==> config.mk <==
export PLATFORM = sky130hd
export DESIGN_NAME = alu
export DESIGN_NICKNAME = d
export VERILOG_FILES = /design/src/rtl/alu.sv
export SDC_FILE = /design/constraint.sdc
export NUM_CORES = 1
export LEC_CHECK = 0
export ABC_AREA = 1
export CAP_MARGIN = 0
export CORE_MARGIN = 2
export CORE_UTILIZATION = 30
export CTS_CLUSTER_DIAMETER = 40
export DETAILED_ROUTE_END_ITERATION = 6
export PLACE_DENSITY = 0.52
export SETUP_SLACK_MARGIN = 0.5
export SYNTH_ARGS = -nofsm -noshare
export SYNTH_HDL_FRONTEND = slang
export SYNTH_SLANG_ARGS = --single-unit
==> constraint.sdc <==
create_clock -name clk -period 5.66 [get_ports clk]
set_clock_uncertainty 0.15 [all_clocks]
set_input_delay 0.566 -clock clk [delete_from_list [all_inputs] [get_ports clk]]
set_output_delay 0.566 -clock clk [all_outputs]
set_load 0.005 [all_outputs]
==> src/rtl/alu.sv <==
// Registered integer ALU for the execute stage: one-cycle latency, with a valid strobe alongside the data.
// Optional macro ALU_SLTU_EN turns opcode 12 into SLTU; when it is undefined, opcode 12 acts as NOP.
module alu #(
    parameter int WIDTH = 32
) (
    input  logic             clk,
    input  logic             rst,
    input  logic             in_valid,
    input  logic [WIDTH-1:0] A,
    input  logic [WIDTH-1:0] B,
    input  logic [3:0]       Mod,
    output logic [WIDTH-1:0] C,
    output logic [7:0]       flags,
    output logic             out_valid
);

    localparam int SHW = $clog2(WIDTH);

    localparam logic [3:0] OP_NOP  = 4'd0;
    localparam logic [3:0] OP_ADD  = 4'd1;
    localparam logic [3:0] OP_ADDU = 4'd2;
    localparam logic [3:0] OP_SUB  = 4'd3;
    localparam logic [3:0] OP_SUBU = 4'd4;
    localparam logic [3:0] OP_SLT  = 4'd5;
    localparam logic [3:0] OP_AND  = 4'd6;
    localparam logic [3:0] OP_OR   = 4'd7;
    localparam logic [3:0] OP_XOR  = 4'd8;
    localparam logic [3:0] OP_SLL  = 4'd9;
    localparam logic [3:0] OP_SRL  = 4'd10;
    localparam logic [3:0] OP_SRA  = 4'd11;
`ifdef ALU_SLTU_EN
    localparam logic [3:0] OP_SLTU = 4'd12;
`endif

    logic [WIDTH-1:0] c_q, c_d;
    logic [7:0]       flags_q, flags_d;
    logic             valid_q, valid_d;

    // Arithmetic is done one bit wider so that carry/borrow falls out of the top bit.
    logic [WIDTH:0]   sum_ext;
    logic [WIDTH:0]   diff_ext;
    logic             add_ovf;
    logic             sub_ovf;
    logic             slt_bit;
    logic [SHW-1:0]   shamt;

    assign sum_ext  = {1'b0, A} + {1'b0, B};
    assign diff_ext = {1'b0, A} - {1'b0, B};
    assign add_ovf  = (A[WIDTH-1] == B[WIDTH-1]) && (sum_ext[WIDTH-1] != A[WIDTH-1]);
    assign sub_ovf  = (A[WIDTH-1] != B[WIDTH-1]) && (diff_ext[WIDTH-1] != A[WIDTH-1]);
    assign slt_bit  = $signed(A) < $signed(B);
    assign shamt    = B[SHW-1:0];

    // Logarithmic barrel shifters; stage gi shifts by 2**gi when shamt[gi] is set.
    logic [WIDTH-1:0] sll_stage [0:SHW];
    logic [WIDTH-1:0] srl_stage [0:SHW];
    logic [WIDTH-1:0] sra_stage [0:SHW];

    assign sll_stage[0] = A;
    assign srl_stage[0] = A;
    assign sra_stage[0] = A;

    generate
        for (genvar gi = 0; gi < SHW; gi++) begin : g_shift
            localparam int SH = 1 << gi;
            assign sll_stage[gi+1] = shamt[gi] ? {sll_stage[gi][WIDTH-1-SH:0], {SH{1'b0}}}
                                               : sll_stage[gi];
            assign srl_stage[gi+1] = shamt[gi] ? {{SH{1'b0}}, srl_stage[gi][WIDTH-1:SH]}
                                               : srl_stage[gi];
            assign sra_stage[gi+1] = shamt[gi] ? {{SH{A[WIDTH-1]}}, sra_stage[gi][WIDTH-1:SH]}
                                               : sra_stage[gi];
        end
    endgenerate

    logic [WIDTH-1:0] res;
    logic             cf, of, sf, zf_en, zf;

    always_comb begin
        res   = '0;
        cf    = 1'b0;
        of    = 1'b0;
        sf    = 1'b0;
        zf_en = 1'b1;
        case (Mod)
            OP_ADD: begin
                res = sum_ext[WIDTH-1:0];
                cf  = sum_ext[WIDTH];
                of  = add_ovf;
                sf  = res[WIDTH-1];
            end
            OP_ADDU: begin
                res = sum_ext[WIDTH-1:0];
                cf  = sum_ext[WIDTH];
            end
            OP_SUB: begin
                res = diff_ext[WIDTH-1:0];
                cf  = diff_ext[WIDTH];
                of  = sub_ovf;
                sf  = res[WIDTH-1];
            end
            OP_SUBU: begin
                res = diff_ext[WIDTH-1:0];
                cf  = diff_ext[WIDTH];
            end
            OP_SLT: begin
                res = {{(WIDTH-1){1'b0}}, slt_bit};
            end
            OP_AND: begin
                res = A & B;
                sf  = res[WIDTH-1];
            end
            OP_OR: begin
                res = A | B;
                sf  = res[WIDTH-1];
            end
            OP_XOR: begin
                res = A ^ B;
                sf  = res[WIDTH-1];
            end
            OP_SLL: begin
                res = sll_stage[SHW];
                of  = (shamt == SHW'(1)) && (A[WIDTH-1] != A[WIDTH-2]);
                sf  = res[WIDTH-1];
            end
            OP_SRL: begin
                res = srl_stage[SHW];
                sf  = res[WIDTH-1];
            end
            OP_SRA: begin
                res = sra_stage[SHW];
                sf  = res[WIDTH-1];
            end
`ifdef ALU_SLTU_EN
            OP_SLTU: begin
                res = {{(WIDTH-1){1'b0}}, diff_ext[WIDTH]};
                cf  = diff_ext[WIDTH];
            end
`endif
            default: begin
                // NOP and unassigned opcodes: zero result and no flags, ZF included.
                zf_en = 1'b0;
            end
        endcase
        zf = zf_en && (res == '0);
    end

    always_comb begin
        c_d     = c_q;
        flags_d = flags_q;
        valid_d = 1'b0;
        if (in_valid) begin
            c_d     = res;
            flags_d = {4'b0000, cf, of, zf, sf};
            valid_d = 1'b1;
        end
    end

    always_ff @(posedge clk) begin
        if (rst) begin
            c_q     <= '0;
            flags_q <= '0;
            valid_q <= 1'b0;
        end else begin
            c_q     <= c_d;
            flags_q <= flags_d;
            valid_q <= valid_d;
        end
    end

    assign C         = c_q;
    assign flags     = flags_q;
    assign out_valid = valid_q;

endmodule

Yosys cells after proc, flatten, opt, wreduce, memory -nomap -nowiden
Index checks and enable logic that the tools add are counted.
{ "classes": {"add_sub_neg": 2, "bitwise": 3, "reduce_logical": 8, "n_eq_ne": 17, "magnitude_cmp": 1, "n_mux": 21} }
{ "ops": {"columns": ["op", "count"], "rows": [
  ["32-bit 2-to-1 mux", 10],
  ["32-bit case mux with 9 select lines", 1],
  ["31-bit 2-to-1 mux", 5],
  ["32-bit by 32-bit adder with 33-bit output", 1],
  ["32-bit by 32-bit subtractor with 33-bit output", 1],
  ["32-bit bitwise AND", 1],
  ["32-bit logical NOT", 1],
  ["32-bit less-than comparator", 1],
  ["32-bit bitwise OR", 1],
  ["32-bit XOR", 1],
  ["4-bit by 3-bit equality test with 1-bit output (second input constant)", 4],
  ["4-bit equality test (second input constant)", 4],
  ["11-bit OR reduction", 1],
  ["4-bit by 2-bit equality test with 1-bit output (second input constant)", 2],
  ["1-bit case mux with 8 select lines", 1],
  ["5-bit by 1-bit equality test with 1-bit output (second input constant)", 1],
  ["4-bit by 1-bit equality test with 1-bit output (second input constant)", 1],
  ["1-bit logical AND", 4],
  ["1-bit != test", 4],
  ["2-bit OR reduction", 2],
  ["1-bit case mux with 3 select lines", 1],
  ["1-bit 2-to-1 mux", 2],
  ["1-bit case mux with 2 select lines", 1],
  ["1-bit equality test", 1]
]} }
{ "totals": {"output_inout_bits": 41, "input_bits": 71, "reg_bits": 37} }

Longest topological paths before layout
Gate-level depths: netlist of run 1.
{ "depth": {"word_depth": 8, "depth_mapped": 24, "mapped_depth_nobuf": 20} }

Worst setup path before layout of run 1
No wires, ideal clock.
{ "synth_path": {"kind": "input port to flip-flop", "start": "in B[4]", "end": "reg flags_q[1] (netlist: flags[1])", "n_path_buf": 4, "arrival_ns": 2.858, "stages": 19, "required_ns": 5.441, "setup_slack_ns": 2.584, "cell_sequence": "buf_2 > inv_1 > buf_2 > buf_2 > ha_1 > buf_4 > nor2_1 > nand3_1 > nand3_2 > nand2_1 > nand2_1 > nand3_1 > a21oi_1 > nor2_1 > nor2_1 > nand3_1 > nor2_1 > nand3_1 > o21ai_1"} }
{ "synth_via": {"elab_chain_len": 4, "elab_cells_between_ends": 12, "cone_classes": "2 x add/sub; 1 x order compare; 4 x mux; 3 x bitwise; 2 x reduce/logical"} }
{ "synth_lines": {"columns": ["item", "line_no", "source"], "rows": [
  ["start: declaration", "10", "input logic [WIDTH-1:0] B,"],
  ["32-bit by 32-bit subtractor with 33-bit output, or another cell as far along", "48", "assign diff_ext = {1'b0, A} - {1'b0, B};"],
  ["32-bit case mux with 9 select lines *", "84", "case (Mod)"],
  ["32-bit logical NOT *", "144", "zf = zf_en && (res == '0);"],
  ["1-bit logical AND *", "144", null],
  ["end signal: assignment", "165", "flags_q <= flags_d;"],
  ["end: declaration", "36", "logic [7:0] flags_q, flags_d;"]
]} }
Every way passes the cells marked *; elsewhere a longest branch is shown, timed or not.
A chain may end at the register's enable or synchronous reset.

Worst setup path after layout of run 1
{ "layout_path": {"start": "in A[8]", "end": "reg flags_q[1] (netlist: flags[1])"} }
{ "layout_via": {"elab_chain_len": 8, "elab_cells_between_ends": 24, "cone_classes": "2 x add/sub; 1 x order compare; 16 x mux; 3 x bitwise; 2 x reduce/logical"} }
{ "layout_lines": {"columns": ["item", "line_no", "source"], "rows": [
  ["start: declaration", "9", "input logic [WIDTH-1:0] A,"],
  ["branches (longest 5 deep; another with 32-bit by 32-bit subtractor with 33-bit output)", null, null],
  ["32-bit case mux with 9 select lines *", "84", null],
  ["32-bit logical NOT *", "144", null],
  ["1-bit logical AND *", "144", null]
]} }
Mark *: on every way between the ends.

==> results of run 1 <==
kinds of logic after synthesis:
| logic type | count (synthesis) |
|---|---|
| simple gates | 1533 |
| buf+inv | 428 |
| compound gates | 223 |
| fa+ha+maj | 99 |
| flops | 37 |
| xor+xnor | 1 |
| other cells | 1 |
power by group through the flow:
stage               Sequential [mW]  Combinational (mW)  Clock, mW
floorplan                     0.296               0.747          0
global placement              0.301                1.23          0
detailed placement            0.300                1.22          0
CTS                           0.295                1.22      0.378
global route                  0.296                1.36      0.387
finish                        0.295                1.25      0.375
synthesized netlist by cell type, drive strengths merged (4+ instances only):
| cell type | number | area, um^2 |
|---|---|---|
| nand4 | 33 | 206.5 |
| a31oi | 4 | 25.02 |
| clkinv | 4 | 15.01 |
| o21ai | 58 | 294.0 |
| nand3b | 8 | 60.06 |
| and3 | 4 | 25.02 |
| nor3 | 21 | 120.1 |
| ha | 97 | 1214 |
| o211ai | 8 | 60.06 |
| o21bai | 10 | 75.07 |
| buf | 82 | 470.5 |
| nand2 | 787 | 3039 |
| nand3 | 453 | 2297 |
| a22o | 20 | 175.2 |
| inv | 323 | 1215 |
| o22ai | 19 | 118.9 |
| or2 | 4 | 25.03 |
| nor2 | 217 | 857.1 |
| a21oi | 91 | 466.7 |
| dfxtp | 37 | 740.7 |
| clkbuf | 19 | 71.32 |
worst max-delay path, stage by stage:
cell             delay [ns]
clkdlybuf4s50_1        0.65
inv_1                  0.08
ha_1                   0.46
nand2_1                0.27
nor2_1                 0.45
nand3_1                0.24
nand3b_1               0.27
nand2_1                0.08
nand3_1                0.08
nand2_1                0.06
inv_1                  0.05
nand3_1                0.18
nor2_1                 0.31
nand3_1                0.11
nor2_1                 0.16
nand3_1                0.21
o21ai_1                0.16
per-stage QoR:
stage | utilization [%] | cells
3_5_place_dp | 34.27 | 2888
5_1_grt | 34.76 | 2896
3_3_place_gp | 34.27 | 2888
2_1_floorplan | - | 2325
6_report | 34.76 | 2896
4_1_cts | 34.76 | 2896
final timing paths:
check	start	endpoint	slack, ns
worst max-delay path	A[8]	flags[1]	1.32
worst min-delay path	flags[2]	flags[2]	0.32
worst max register to register	C[17]	C[17]	4.70
worst min register to register	flags[2]	flags[2]	0.32
flip-flops by register name, indices dropped and copies added, names as in the netlist:
| register | flops |
|---|---|
| C | 32 |
| flags | 4 |
| out_valid | 1 |
cell type report:
| cell class | instances | area, um^2 | area share (%) |
|---|---|---|---|
| Clock inverter | 3 | 65.06 | 0.4843 |
| Inverter | 327 | 1230 | 9.154 |
| Timing Repair Buffer | 146 | 1349 | 10.04 |
| Tap cell | 518 | 648.1 | 4.824 |
| Sequential cell | 37 | 740.7 | 5.513 |
| Clock buffer | 5 | 125.1 | 0.9313 |
| Multi-Input combinational cell | 1860 | 9278 | 69.05 |
per-layer routing:
metal,GRT usage (%),vias to the layer above,share of wire (%)
met3,2.870,104,7.5
met1,42.20,7482,43
met2,52.03,722,46
li1,-,7582,-
met4,10.50,0,3.7
met5,0,-,0
==> results_dict.tcl, run 1 <==
set metrics [dict create \
    synth.mux.area_fraction_pct 0 \
    hold_slack_ns 0.3223 \
    p_sw_share_pct 52.79 \
    status "finished clean" \
    setup_tns_ns 0 \
    syn_avg_cell_area_um2 5.069 \
    synth_enable_flop_cells 0 \
    period_share_pct 76.73 \
    clock_latency_ns 0.29 \
    drive_gt1_share_pct 4.962 \
    worstSetupEndpointType "register" \
    grt.total_usage_pct 31.24 \
    io_pins 112 \
    synth_top_family_by_area "simple AND/OR/NAND/NOR gates" \
    rr_worst_depth 2 \
    first_pass_iters 5 \
    viasPerCell 5.487 \
    rsz0062_at_grt "false" \
    clock_sinks 37 \
    maxCapViolCount 0 \
    p_comb_share_pct 65.1 \
    synthArstFlopShare_pct 0 \
    postRouteAntennaNets 0 \
    p_int_mw 0.9071 \
    timing_hold_violations_final 0 \
    fin_ws_ns 1.317 \
    syn_inst 2322 \
    drc 0 \
    start_util_pct 30.46 \
    die_h_um 202.1 \
    drtIter0Drc 1911 \
    synthSimpleGateAreaFrac_pct 56.66 \
    dieArea_mm2 0.04084 \
    cts_hold_buf 0 \
    p_per_area_mw_per_mm2 143.0 \
    final_common_cell "nand2_1" \
    ys_ff_latch 37 \
    worst_slew_pin_slew_ns 0.9198 \
    total_power_mw 1.921 \
    cts_tree "built" \
    grt_overflow_total 0 \
    io_buffer_count 107 \
    critPathArrivalTime_ns 4.42 \
    critical_path_peak_fanout 8 \
    setup_viol 0 \
    grt_pass1_wl_mm 95.98 \
    max_freq_mhz 230.3 \
    coreArea_mm2 0.03865 \
    finalWirelength_mm 65.18 \
    cts.clk_slew.worst_paths_ns 0.06 \
    cts-buffers-inserted 5 \
    required_ns 5.74 \
    dp_slack_ns 1.001 \
    num_rows 72 \
    gp_congestion 1.013 \
    cts_root_buf "clkbuf_16" \
    hp-class "reg -> reg" \
    final_cell_area_mm2 0.01344 \
    synth.cell_area_mm2 0.01177 \
    dr_total_vias 15890 \
    p_switching_mw 1.014 \
    slew_viol_final 0 \
    grt_antenna_before_repair 0 \
    grt_pass1_vias 15104 \
    startpoint_type "input pin" \
    cts_resized 0 \
    synth_compound_area_share_pct 11.24 \
    wl_per_cell_um 22.51 \
    hpwl_mm 54.75 \
    final_nets 2547 \
    place_area_mm2 0.01325 \
    antennaDiodeCount 0 \
    h-tree-depth 2 \
    leakagePower_nw 7.178 \
    ys_warn_count 0 \
    synth-seq-area-share_pct 6.293 \
    synth_xor_area_share_pct 0.07440 \
    fin_crit_ns 4.343 \
    p_seq_share_pct 15.4 \
    ys.flop_type "dfxtp_1" \
    slew_headroom_pct 38.16 \
    most-common-layout-cells "760 x nand2_1, 447 x nand3_1, 306 x inv_1, 206 x nor2_1, 104 x clkdlybuf4s50_1" \
    grt_max_degree 63 \
    ir_drop_mv 0.1382 \
    syn_to_final_growth_pct 14.14 \
    synth_adder_area_share_pct 10.65 \
    fillers 4512 \
    synth.distinct_cells 49 \
    crit_type "in -> reg" \
    power.clock.fraction_pct 19.5 \
    whs_path_depth 2 \
    die_x_um 202.1 \
    cts_buffer_depth 2 \
    post-cts-setup-buffer-count 0 \
]
No activity file was read; power rests on OpenSTA's default activity.
==> inputs of run 2 (changes only) <==
PLACE_DENSITY = 0.54   (was 0.52)
clock period = 3.95 ns   (was 5.66 ns; I/O delays follow)
==> results_dict.tcl, run 2 (same netlist as run 1, synthesis figures left out) <==
set metrics [dict create \
    status "finished clean" \
    p_per_area_mw_per_mm2 203.6 \
    grt_antenna_before_repair 1 \
    h-tree-depth 2 \
    first_pass_iters 6 \
    io_pins 112 \
    rr_worst_depth 4 \
    whs_path_depth 2 \
    final_cell_area_mm2 0.01497 \
    timing_hold_violations_final 0 \
    grt_pass1_vias 15724 \
    cts_tree "built" \
    worst_path_max_delay_cell "clkdlybuf4s50_1" \
    dr_total_vias 16532 \
    slew_headroom_pct 51.62 \
    cpPeakStageDelay_ns 0.52 \
    place_inst 3024 \
    required_ns 4.03 \
    fillers 4466 \
    grt_pass1_wl_mm 100.6 \
    io_buffer_count 107 \
    drc 0 \
    die_x_um 202.1 \
    worstSetupEndpointType "register" \
    setup_tns_ns 0 \
    r2r_slack_ns 3.07 \
    cts_root_buf "clkbuf_16" \
    cts_hold_buf 0 \
    drtIter0Drc 1833 \
    cts-buffers-inserted 5 \
    setup_viol 0 \
    period_share_pct 86.91 \
    clock_latency_ns 0.29 \
    worst_slew_pin_slew_ns 0.7257 \
    finalWirelength_mm 69.41 \
    die_h_um 202.1 \
    viasPerCell 5.438 \
    wl_met1_mm 30.92 \
    top_layer_used "met5" \
    path_cells "clkdlybuf4s50_1 -> buf_4 -> inv_4 -> nand2_1 -> nand2_1 -> nand2_1 -> nand2_1 -> nand2_1 -> nand2_1 -> nand3_1 -> nand4_1 -> nand2_2 -> nand3_4 -> nor2_4 -> nand3_1 -> nor2_1 -> nand3_1 -> o21ai_1" \
    grt.total_usage_pct 33.12 \
    wl_met2_mm 30.83 \
    coreArea_mm2 0.03865 \
    critical_path_peak_fanout 31 \
    final_common_cell "nand2_1" \
    cts.clk_slew.worst_paths_ns 0.06 \
    crit_top_cell "nand2_1" \
    syn_to_final_growth_pct 27.14 \
    gp_congestion 0.9982 \
    grt_overflow_total 0 \
    hp-class "reg -> reg" \
    ir_drop_mv 0.1595 \
    num_rows 72 \
    clock_sinks 37 \
    final_nets 2691 \
    postRouteAntennaNets 0 \
    grt_max_degree 64 \
    wl_per_cell_um 22.83 \
    dieArea_mm2 0.04084 \
    startpoint_type "input pin" \
    cts_buffer_depth 2 \
    crit_type "in -> reg" \
    rsz0062_at_grt "false" \
    max_freq_mhz 291.3 \
    final_util_pct 38.72 \
    largest_reg_flops 32 \
    wl_met3_mm 4.833 \
    antennaDiodeCount 0 \
    layout.cells.non_filler 3040 \
    hpwl_mm 58.68 \
    drive_gt1_share_pct 13.20 \
    most-common-layout-cells "750 x nand2_1, 439 x nand3_1, 306 x inv_1, 185 x nor2_1, 176 x buf_4" \
    leakagePower_nw 7.989 \
    fin_crit_ns 3.433 \
    maxCapViolCount 0 \
    critPathArrivalTime_ns 3.51 \
    start_util_pct 30.46 \
    slew_viol_final 0 \
    place_area_mm2 0.01435 \
]
-- run 2: cell count changes in the layout (fill, tap and decap cells not counted), moves of 8 or more --
cell | previous run | this run
nand2_1 | 760 | 750
ha_1 | 97 | 81
nor2_2 | 7 | 25
nand3_1 | 447 | 439
nor2_1 | 206 | 185
ha_2 | 0 | 9
nand2_2 | 23 | 31
buf_4 | 39 | 176
-- run 2: repair_timing --
item | 4_1_cts | 5_1_grt
setup endpoints to repair | 6 | 7
pin swaps | 4 | 7
setup buffers | 5 | 3
endpoints found under the hold margin | 0 | 0
gates resized for setup | 32 | 68
-- run 2: worst max-delay path, delay by kind of cell --
family	cells	cell delay (ns)
AOI/OAI and AO/OA	1	0.14
buffers and inverters	3	0.85
and+or+nand+nor	14	2.08
-- run 2: routing by layer --
layer | up-vias | track usage [%]
met5 | - | 0
met2 | 770 | 54.05
met1 | 7765 | 46.08
met3 | 122 | 2.402
li1 | 7873 | -
met4 | 2 | 10.90
-- run 2: path summary, 6_finish.rpt --
path	start	to
worst max register to register	flags[3]	flags[3]
worst max-delay path	B[0]	flags[1]
worst min-delay path	C[13]	C[13]
worst min register to register	C[13]	C[13]
-- run 2: stage by stage --
stage	hold slack (ns)	total power [mW]	setup slack, ns
2_1_floorplan	0.3010	1.495	1.045
3_3_place_gp	0.2956	2.400	-0.6580
3_5_place_dp	0.2993	2.388	-0.5699
4_1_cts	0.3128	2.952	0.5033
5_1_grt	0.3364	3.241	0.4549
6_report	0.3115	3.047	0.5172
-- run 2: cell type report --
| type | count | area [um^2] | area share (%) |
|---|---|---|---|
| Timing Repair Buffer | 290 | 2516 | 16.81 |
| Multi-Input combinational cell | 1860 | 9637 | 64.39 |
| Clock inverter | 3 | 68.82 | 0.4598 |
| Tap cell | 518 | 648.1 | 4.331 |
| Clock buffer | 5 | 125.1 | 0.8361 |
| Inverter | 327 | 1230 | 8.218 |
| Sequential cell | 37 | 740.7 | 4.949 |
-- run 2: power by group --
| part | internal [mW] | switching [mW] | leakage [nW] |
|---|---|---|---|
| combinational | 0.733 | 1.36 | 7.59 |
| clock | 0.364 | 0.170 | 0.0944 |
| sequential | 0.401 | 0.0149 | 0.303 |
==> inputs of run 3 (changes only) <==
CORE_MARGIN = default   (was 2)
CTS_CLUSTER_SIZE = 12   (was default)
SETUP_SLACK_MARGIN = 0.15   (was 0.5)
==> results_dict.tcl, run 3 (same netlist as run 1, synthesis figures left out) <==
set metrics [dict create \
    die_x_um 200.1 \
    leakagePower_nw 7.903 \
    grt.total_usage_pct 34.49 \
    worstSetupEndpointType "register" \
    startpoint_type "input pin" \
    final_nets 2691 \
    p_seq_share_pct 14.2 \
    h-tree-depth 2 \
    hp-class "reg -> reg" \
    cts-buffers-inserted 5 \
    layout.cells.non_filler 3040 \
    setup_viol 0 \
    grt_pass1_wl_mm 99.93 \
    coreArea_mm2 0.03865 \
    antennaDiodeCount 0 \
    gp_congestion 1.037 \
    p_per_area_mw_per_mm2 202.4 \
    cts_tree "built" \
    drc 0 \
    grt_max_degree 58 \
    first_pass_iters 6 \
    maxCapViolCount 0 \
    hpwl_mm 59.24 \
    dr_total_vias 16503 \
    crit_type "in -> reg" \
    most-common-layout-cells "760 x nand2_1, 446 x nand3_1, 307 x inv_1, 203 x nor2_1, 179 x buf_4" \
    cts_buffer_depth 2 \
    drive_gt1_share_pct 10.71 \
    p_int_mw 1.416 \
    required_ns 4.02 \
    cp-startpoint "A[5]" \
    slew_headroom_pct 41.92 \
    syn_to_final_growth_pct 23.75 \
    grt_overflow_total 0 \
    total_power_mw 2.948 \
    timing_hold_violations_final 0 \
    critPathArrivalTime_ns 3.74 \
    num_rows 72 \
    period_share_pct 93.07 \
    p_comb_share_pct 69.2 \
    fin_crit_ns 3.676 \
    largest_reg_flops 32 \
    drtIter0Drc 1580 \
    postRouteAntennaNets 0 \
    finalWirelength_mm 69.33 \
    r2r_start "C[17]" \
    clock_sinks 37 \
    worst_slew_pin_slew_ns 0.8680 \
    viasPerCell 5.429 \
    start_util_pct 30.46 \
    p_switching_mw 1.532 \
    grt_pass1_vias 15461 \
    power.clock.fraction_pct 16.6 \
    critical_path_peak_fanout 4 \
    wl_per_cell_um 22.80 \
    cts.clk_slew.worst_paths_ns 0.06 \
    ir_drop_mv 0.1430 \
    hold_slack_ns 0.3186 \
    max_freq_mhz 272.0 \
    cts_root_buf "clkbuf_16" \
    setup_tns_ns 0 \
    p_sw_share_pct 51.96 \
    min_from "C[19]" \
    dieArea_mm2 0.04003 \
    rsz0062_at_grt "false" \
    grt_antenna_before_repair 0 \
    final_common_cell "nand2_1" \
    place_inst 3032 \
    fillers 4464 \
    status "finished clean" \
    slew_viol_final 0 \
    io_buffer_count 107 \
    clock_latency_ns 0.29 \
    io_pins 112 \
    die_h_um 200.1 \
]
==> run 3: stage by stage <==
stage	cell area, um^2	setup slack, ns	utilization, %
after CTS	14540	0.2145	37.63
after global placement	14360	-0.2511	37.15
after detailed placement	14360	-0.2119	37.15
after floorplan	11780	1.045	-
final	14570	0.2736	37.69
after global routing	14570	0.1516	37.69
==> run 3: worst paths after layout <==
kind | to | slack [ns] | depth (start not counted)
max | flags[1] | 0.27 | 19
min | C[19] | 0.32 | 2
max reg2reg | C[17] | 3.00 | 2
min reg2reg | C[19] | 0.32 | 2
==> run 3: routing by layer <==
metal / up-vias / wire length, um / track usage, %
met3: 98 / 4985 / 3.579
met1: 7803 / 30880 / 47.56
met2: 732 / 31090 / 56.03
met5: - / 0 / 0
li1: 7870 / - / -
met4: 0 / 2373 / 10.80
==> run 3: power groups by stage <==
stage                     registers, mW  logic (mW)  clock network (mW)
after floorplan                   0.424        1.07                   0
after global placement            0.425        1.99                   0
after CTS                         0.418        1.99               0.494
after global routing              0.421        2.19               0.511
after detailed placement          0.425        1.98                   0
final                             0.418        2.04               0.489
==> run 3: what timing repair did <==
action | in CTS | in global routing
pin swaps | 0 | 1
endpoints found under the setup margin | 1 | 1
buffers inserted | 0 | 0
gates resized for setup | 3 | 8
hold buffers | 0 | 0
==> run 3: final cells by class <==
| cell class | instances | area [um^2] | area share (%) |
|---|---|---|---|
| clock buffer | 6 | 138.9 | 0.9534 |
| timing repair buffer | 290 | 2474 | 16.98 |
| tap | 518 | 648.1 | 4.449 |
| sequential | 37 | 740.7 | 5.085 |
| inverter | 327 | 1230 | 8.444 |
| clock inverter | 2 | 37.54 | 0.2577 |
| multi-input combinational | 1860 | 9298 | 63.83 |
==> run 3: worst max-delay path: stages <==
cell and delay, ns:
clkdlybuf4s50_1 0.50, inv_1 0.07, ha_1 0.35, buf_4 0.18, nand2_1 0.15, inv_1 0.06
a21oi_1 0.19, nand2_1 0.24, nand2_1 0.14, nand2_1 0.14, nand3_1 0.11, nand2_1 0.10
nor2_1 0.11, nor2_1 0.06, nor2_1 0.36, nand2_1 0.10, nor2_1 0.20, nand3_1 0.13
o21ai_1 0.14
